## src/rtl/alu_seq_ctrl.sv

```systemverilog
// alu_seq_ctrl: command sequencer for the register-file/ALU datapath.
// Accepts one command at a time (ADD, ADDI, CMP, LOOP) over a valid/ready
// handshake and drives the datapath address/control lines, sampling the
// ALU Zero flag for compares.
//
// Ports:
//   clk, rst                        clock, synchronous active-high reset
//   cmd_valid/cmd_ready             command handshake
//   cmd_op/rd/rs1/rs2/imm           command fields (op: 00 ADD, 01 ADDI, 10 CMP, 11 LOOP)
//   AD1, AD2, AD3, WE3              register file addresses / write enable
//   ALUsrc, ALUctrl, ImmOp          ALU operand select, add/compare, immediate
//   Zero                            ALU equality flag (combinational)
//   busy, done                      in-progress flag, one-cycle completion pulse
//   cmp_eq, timeout, iter_count     status of the last command, held until next accept
module alu_seq_ctrl #(
    parameter int REG_FILE_ADDR_WIDTH = 5,
    parameter int DATA_WIDTH          = 32,
    parameter int ITER_WIDTH          = 16,
    parameter int MAX_ITER            = 65535
) (
    input  logic                           clk,
    input  logic                           rst,
    input  logic                           cmd_valid,
    output logic                           cmd_ready,
    input  logic [1:0]                     cmd_op,
    input  logic [REG_FILE_ADDR_WIDTH-1:0] cmd_rd,
    input  logic [REG_FILE_ADDR_WIDTH-1:0] cmd_rs1,
    input  logic [REG_FILE_ADDR_WIDTH-1:0] cmd_rs2,
    input  logic [DATA_WIDTH-1:0]          cmd_imm,
    output logic [REG_FILE_ADDR_WIDTH-1:0] AD1,
    output logic [REG_FILE_ADDR_WIDTH-1:0] AD2,
    output logic [REG_FILE_ADDR_WIDTH-1:0] AD3,
    output logic                           WE3,
    output logic                           ALUsrc,
    output logic                           ALUctrl,
    output logic [DATA_WIDTH-1:0]          ImmOp,
    input  logic                           Zero,
    output logic                           busy,
    output logic                           done,
    output logic                           cmp_eq,
    output logic                           timeout,
    output logic [ITER_WIDTH-1:0]          iter_count
);

    localparam logic [1:0] OP_ADD  = 2'b00;
    localparam logic [1:0] OP_ADDI = 2'b01;
    localparam logic [1:0] OP_CMP  = 2'b10;
    localparam logic [1:0] OP_LOOP = 2'b11;

    localparam logic [ITER_WIDTH-1:0] ITER_CAP = ITER_WIDTH'(MAX_ITER);

    typedef enum logic [1:0] {S_IDLE, S_EXEC, S_L_ADD, S_L_CMP} state_t;

    typedef struct packed {
        logic [1:0]                     op;
        logic [REG_FILE_ADDR_WIDTH-1:0] rd;
        logic [REG_FILE_ADDR_WIDTH-1:0] rs1;
        logic [REG_FILE_ADDR_WIDTH-1:0] rs2;
        logic [DATA_WIDTH-1:0]          imm;
    } cmd_t;

    state_t                state_q, state_d;
    cmd_t                  cmd_q, cmd_d;
    logic                  done_q, done_d;
    logic                  cmp_eq_q, cmp_eq_d;
    logic                  timeout_q, timeout_d;
    logic [ITER_WIDTH-1:0] iter_q, iter_d;
    logic                  we3_raw;

    assign cmd_ready  = (state_q == S_IDLE);
    assign busy       = !cmd_ready;
    assign done       = done_q;
    assign cmp_eq     = cmp_eq_q;
    assign timeout    = timeout_q;
    assign iter_count = iter_q;

    // Reset overrides the decoded write enable so no write can land while
    // the sequencer is being pulled back mid-operation.
    assign WE3 = we3_raw && !rst;

    always_ff @(posedge clk) begin
        if (rst) begin
            state_q   <= S_IDLE;
            cmd_q     <= '0;
            done_q    <= 1'b0;
            cmp_eq_q  <= 1'b0;
            timeout_q <= 1'b0;
            iter_q    <= '0;
        end else begin
            state_q   <= state_d;
            cmd_q     <= cmd_d;
            done_q    <= done_d;
            cmp_eq_q  <= cmp_eq_d;
            timeout_q <= timeout_d;
            iter_q    <= iter_d;
        end
    end

    // Next-state and status update.
    always_comb begin
        state_d   = state_q;
        cmd_d     = cmd_q;
        done_d    = 1'b0;
        cmp_eq_d  = cmp_eq_q;
        timeout_d = timeout_q;
        iter_d    = iter_q;
        unique case (state_q)
            S_IDLE: begin
                if (cmd_valid) begin
                    cmd_d     = '{op: cmd_op, rd: cmd_rd, rs1: cmd_rs1,
                                  rs2: cmd_rs2, imm: cmd_imm};
                    cmp_eq_d  = 1'b0;
                    timeout_d = 1'b0;
                    iter_d    = '0;
                    state_d   = (cmd_op == OP_LOOP) ? S_L_ADD : S_EXEC;
                end
            end
            S_EXEC: begin
                if (cmd_q.op == OP_CMP) cmp_eq_d = Zero;
                done_d  = 1'b1;
                state_d = S_IDLE;
            end
            S_L_ADD: begin
                iter_d  = iter_q + 1'b1;
                state_d = S_L_CMP;
            end
            S_L_CMP: begin
                // A match on the final permitted iteration counts as a match.
                if (Zero) begin
                    cmp_eq_d = 1'b1;
                    done_d   = 1'b1;
                    state_d  = S_IDLE;
                end else if (iter_q == ITER_CAP) begin
                    timeout_d = 1'b1;
                    done_d    = 1'b1;
                    state_d   = S_IDLE;
                end else begin
                    state_d = S_L_ADD;
                end
            end
            default: state_d = S_IDLE;
        endcase
    end

    // Datapath decode from state and latched command; everything idles at 0.
    always_comb begin
        AD1     = '0;
        AD2     = '0;
        AD3     = '0;
        we3_raw = 1'b0;
        ALUsrc  = 1'b0;
        ALUctrl = 1'b0;
        ImmOp   = '0;
        unique case (state_q)
            S_EXEC: begin
                AD1 = cmd_q.rs1;
                unique case (cmd_q.op)
                    OP_ADD: begin
                        AD2     = cmd_q.rs2;
                        AD3     = cmd_q.rd;
                        we3_raw = 1'b1;
                    end
                    OP_ADDI: begin
                        AD3     = cmd_q.rd;
                        ALUsrc  = 1'b1;
                        ImmOp   = cmd_q.imm;
                        we3_raw = 1'b1;
                    end
                    OP_CMP: begin
                        AD2     = cmd_q.rs2;
                        ALUctrl = 1'b1;
                    end
                    default: ;
                endcase
            end
            S_L_ADD: begin
                AD1     = cmd_q.rd;
                AD3     = cmd_q.rd;
                ALUsrc  = 1'b1;
                ImmOp   = cmd_q.imm;
                we3_raw = 1'b1;
            end
            S_L_CMP: begin
                AD1     = cmd_q.rd;
                AD2     = cmd_q.rs2;
                ALUctrl = 1'b1;
            end
            default: ;
        endcase
    end

endmodule

```

## config.mk

```make
export PLATFORM = sky130hd
export DESIGN_NAME = alu_seq_ctrl
export DESIGN_NICKNAME = d
export VERILOG_FILES = /design/src/rtl/alu_seq_ctrl.sv
export SDC_FILE = /design/constraint.sdc
export NUM_CORES = 1
export LEC_CHECK = 0
export ABC_CLOCK_PERIOD_IN_PS = 5600
export BUFFER_PORTS_ARGS = -buffer_cell sky130_fd_sc_hd__clkbuf_2
export CORE_UTILIZATION = 45
export CTS_BUF_LIST = sky130_fd_sc_hd__clkbuf_8
export CTS_CLUSTER_DIAMETER = 120
export DETAILED_ROUTE_END_ITERATION = 16
export PLACE_DENSITY = 0.75
export SYNTH_ARGS = -nofsm -noshare
export SYNTH_HDL_FRONTEND = slang
export SYNTH_SLANG_ARGS = --single-unit
```

## constraint.sdc

```tcl
create_clock -name clk -period 5.6 [get_ports clk]
set_input_delay 1.4 -clock clk [delete_from_list [all_inputs] [get_ports clk]]
set_output_delay 1.4 -clock clk [all_outputs]
set_load 0.1 [all_outputs]
```

# Yosys cells after proc, flatten, opt, wreduce, memory -nomap -nowiden
# Cells that the tools add are included.
totals:
  regBits: 70
  inputBits: 53
  out_inout_bits: 71
  word_cells: 68
classes:
  add_sub_neg: 1
  eq_ne: 12
  mux: 30
  n_reduce_logical: 15
op_table:
  columns: ["cell", "n"]
  rows:
  - ["32-bit one-hot mux with 2 select lines", 1]
  - ["32-bit 2-to-1 mux", 1]
  - ["16-bit one-hot mux with 2 select lines", 1]
  - ["5-bit one-hot mux with 2 select lines", 3]
  - ["16-bit by 1-bit adder with 16-bit output, second input constant", 1]
  - ["16-bit == test, second input constant", 1]
  - ["16-bit 2-to-1 mux", 1]
  - ["1-bit 2-to-1 mux", 10]
  - ["5-bit 2-to-1 mux", 2]
  - ["2-bit inequality test, second input constant", 5]
  - ["1-bit one-hot mux with 2 select lines", 5]
  - ["2-bit == test, second input constant", 4]
  - ["2-bit 2-to-1 mux", 4]
  - ["2-bit one-hot mux with 4 select lines", 1]
  - ["4-bit AND reduction", 2]
  - ["2-bit OR reduction", 3]
  - ["2-bit by 1-bit == test with 1-bit output, second input constant", 2]
  - ["2-bit zero test", 2]
  - ["2-bit AND reduction", 2]
  - ["2-bit nonzero test", 2]
  - ["1-bit one-hot mux with 3 select lines", 1]
  - ["3-bit nonzero test", 1]
  - ["1-bit zero test", 2]
  - ["1-bit logical AND", 1]

# Longest topological paths before layout
depth:
  depth_word: 5
  depth_mapped: 8
  depth_no_buf: 6

# Worst setup path after synthesis
# OpenSTA, ideal clock, no wires.
synth_timing:
  path_type: "input -> output"
  from: "input rst"
  to: "output WE3"
  t_arrival_ps: 2924
  required_ps: 4200
  slack_ps: 1276
  path_stages: 2
  path_buffers: 1
  cell_sequence: "clkbuf_1 > nor2b_1"
synth_between:
  elab_chain_len: 2
synth_lines:
  columns: ["element", "line", "source"]
  rows:
  - ["from (decl)", "22", "input logic rst,"]
  - ["1-bit zero test", "79", "assign WE3 = we3_raw && !rst;"]
  - ["1-bit logical AND", "79", null]
  - ["to (decl)", "33", "output logic WE3,"]
# No other way between the ends.

# Worst setup path in the final report
layout_timing:
  from: "register state_q[1]"
  to: "output ImmOp[1]"
layout_between:
  elab_chain_len: 2
  word_cells_on_any_way: 3
  classes_between: "2 x eq/ne; 1 x mux"
layout_lines:
  columns: ["element", "line", "source"]
  rows:
  - ["from (decl)", "62", "state_t state_q, state_d;"]
  - ["from (signal assigned)", "90", "state_q <= state_d;"]
  - ["2-bit == test / 2-bit by 1-bit == test with 1-bit output (equally long branches)", "154", "unique case (state_q)"]
  - ["32-bit one-hot mux with 2 select lines *", "154", null]
  - ["to (decl)", "36", "output logic [DATA_WIDTH-1:0] ImmOp,"]
# Every way passes the cells marked *; elsewhere a longest branch is shown, timed or not.

==> results.cfg <==
[status]
outcome = finished clean

[route]
first_pass_iters = 4
ant_nets = 0
wl_per_cell_um = 12.3
wl_um = 7660
via_per_inst = 4.89
drt-initial-drc-count = 112
drc = 0
vias = 3059

[timing]
period_needed_ns = 4.53
slew_violations = 0
fin_hold_ws_ns = 0.452
slew_headroom = 0.290
finalSetupTns_ns = 0
worst_pin_slew_ns = 1.06
rsz0062_at_grt = false
skew_ns = 0.00682
setup_viol = 0
layout_setup_ws_ns = 1.07
fmax_ghz = 0.221
hold_violations = 0
period_share = 0.809

[synthesis]
ys_top_cells_by_area = dfxtp_1 (44%), nand2_1 (13%), a21oi_1 (9.9%)
ys_seq_area_frac = 0.439
synth-seq-cells = 70
synth_cell_types = 45
syn_area_sq_mm = 0.00319
yosysTopAreaCellShare = 0.439
syn-num-nets = 473
yosys.area_share.simple = 0.317
ys_warn_count = 0
synth_top_family_by_area = simple AND/OR/NAND/NOR gates
synth_fa_ha_area_frac = 0.0274
synth_edf_count = 0
syn_inst = 413
synth_ff_type = dfxtp_1
synth_compound_area_frac = 0.150
synth-async-reset-ratio = 0
synth_top_area_cell = dfxtp_1
muxShareOfSynthArea = 0.00783
syn_area_per_cell_sq_um = 7.73
synthXorXnorAreaFrac = 0.0192

[pwr]
p_clk_frac = 0.348
swShare = 0.347
irDropWorstVdd_mv = 0.185
p_leak_nw = 1.79
p_per_area_mw_per_mm2 = 347
p_comb_frac = 0.254
p_switching_mw = 0.493
seqPwrFrac = 0.398
p_int_mw = 0.927

[run]
cap_viol_max_count = 0

[setup_path]
critPathSlowestCell = a21boi_2
critPathRequiredTime_ns = 4.20
end_kind = output pin
critPathLaunchType = register
cpPeakStageDelay_ns = 0.85
crit_type = register to output pin
critPathTopFamily = compound AO/OA/AOI/OAI gates
crit_chain = inv_1 -> ha_1 -> nand2b_1 -> a21boi_2 -> a21boi_2 -> and2_1 -> clkbuf_2
path_buf_inv = 2
path_max_fanout = 33
cp_common_cell = a21boi_2
critPathArrivalTime_ns = 3.13

[finish]
layout-drive-gt1-share = 0.293
area_growth_pct = 28.0
register_area_sq_mm = 0.00140
nets = 584
final_area_sq_mm = 0.00409
multi_input_area_sq_mm = 0.00167
n_antenna_cell = 0
fillers = 668

[die]
start_util = 0.468
die_area_sq_mm = 0.00744
chipHeight_um = 86.3
die_x_um = 86.3
ios = 124
core_area_sq_mm = 0.00683
placementRows = 30

[clock_network]
cts_hold_buf = 0
cts-root-buf = clkbuf_8
clock_path_buffers = 2
cts_setup_buffers = 0
cts.repair.resized = 0
cts_made_buffers = 9
htree_levels = 3
clk_pin_slew_ns = 0.08
clock_sinks = 70
cts_tree = yes
insertion_delay_ns = 0.34

[placement]
numPortBuffers = 123
placed_cell_area_sq_mm = 0.00384
place.gp.congestion = 0.794
place_hpwl_um = 5350
dp_slack_ns = 1.39

[min_path]
hp-class = register to register

[global_routing]
grt_pass1_vias = 2689
grt_pass1_wl_um = 12300
grt_max_degree = 59
grt_usage = 0.211
overflow = 0
antenna_found_initial = 0
==> logic make-up after synthesis <==
logic type / Yosys count
mux: 2
buf+inv: 31
simple gates: 209
flops: 70
xor+xnor: 7
fa+ha+maj: 7
compound gates: 87
==> synth_stat cells, drive strengths merged (7+ instances only) <==
cell type    n
clkbuf      17
a21oi       63
buf          7
nand2      108
nand3        8
dfxtp       70
o21ai        9
ha           7
inv          7
nor2b        8
and2        39
nor2        17
==> stage by stage <==
stage	util	instances	power (mW)
after floorplan	-	413	0.864
after global placement	0.562	609	0.932
after detailed placement	0.562	609	0.939
after CTS	0.599	625	1.43
after global routing	0.599	625	1.49
final	0.599	625	1.42
==> registers in the layout, summed over array words and instances, names as in the netlist <==
name,cells
cmd_q,49
cmp_eq,1
done,1
iter_count,16
state_q,2
timeout,1
==> area by class of cell <==
type                    instances  share of cell area
clock buffers                   9              0.0303
clock inverters                 7              0.0300
inverters                       7             0.00643
multi-input cells             312               0.409
flip-flops and latches         70               0.343
well taps                      96              0.0294
repair buffers                124               0.152
==> power by group through the flow <==
| stage | Clock, mW | Sequential (mW) | Combinational (mW) |
|---|---|---|---|
| 2_1_floorplan | 0 | 0.589 | 0.275 |
| 3_3_place_gp | 0 | 0.575 | 0.356 |
| 3_5_place_dp | 0 | 0.577 | 0.362 |
| 4_1_cts | 0.503 | 0.565 | 0.363 |
| 5_1_grt | 0.528 | 0.571 | 0.392 |
| 6_report | 0.494 | 0.565 | 0.360 |
==> worst paths after layout <==
| kind | from | to | slack (ns) | cells past startpoint |
|---|---|---|---|---|
| max | state_q[1] | ImmOp[1] | 1.07 | 7 |
| max reg2reg | state_q[0] | iter_count[15] | 3.34 | 5 |
| min reg2reg | cmd_q[2] | cmd_q[2] | 0.45 | 2 |
| min | cmd_q[2] | cmd_q[2] | 0.45 | 2 |
==> worst min-delay path, cell delays in order (launching register included) <==
cell     delay [ns]
dfxtp_1        0.31
nand2_1        0.05
a21oi_1        0.05
==> layout by cell type (no fill, tap or decap), drive strengths merged, types with 3 or more instances in the layout <==
cell type	instances
xor2	6
nand4	6
ha	7
bufinv	3
nand3	8
a22oi	5
nor2b	8
nand2b	5
clkbuf	132
nor2	17
and2	39
inv	7
a31oi	3
dfxtp	70
nand2	108
or3	5
o21ai	9
a21oi	63
==> layer usage <==
layer	share of wire	up-vias	global-route usage
li1	-	1589	-
met1	0.46	1373	0.268
met2	0.47	87	0.347
met3	0.056	10	0.0448
met4	0.014	0	0.0924
met5	0	-	0
(Power assumes the default switching activity.)
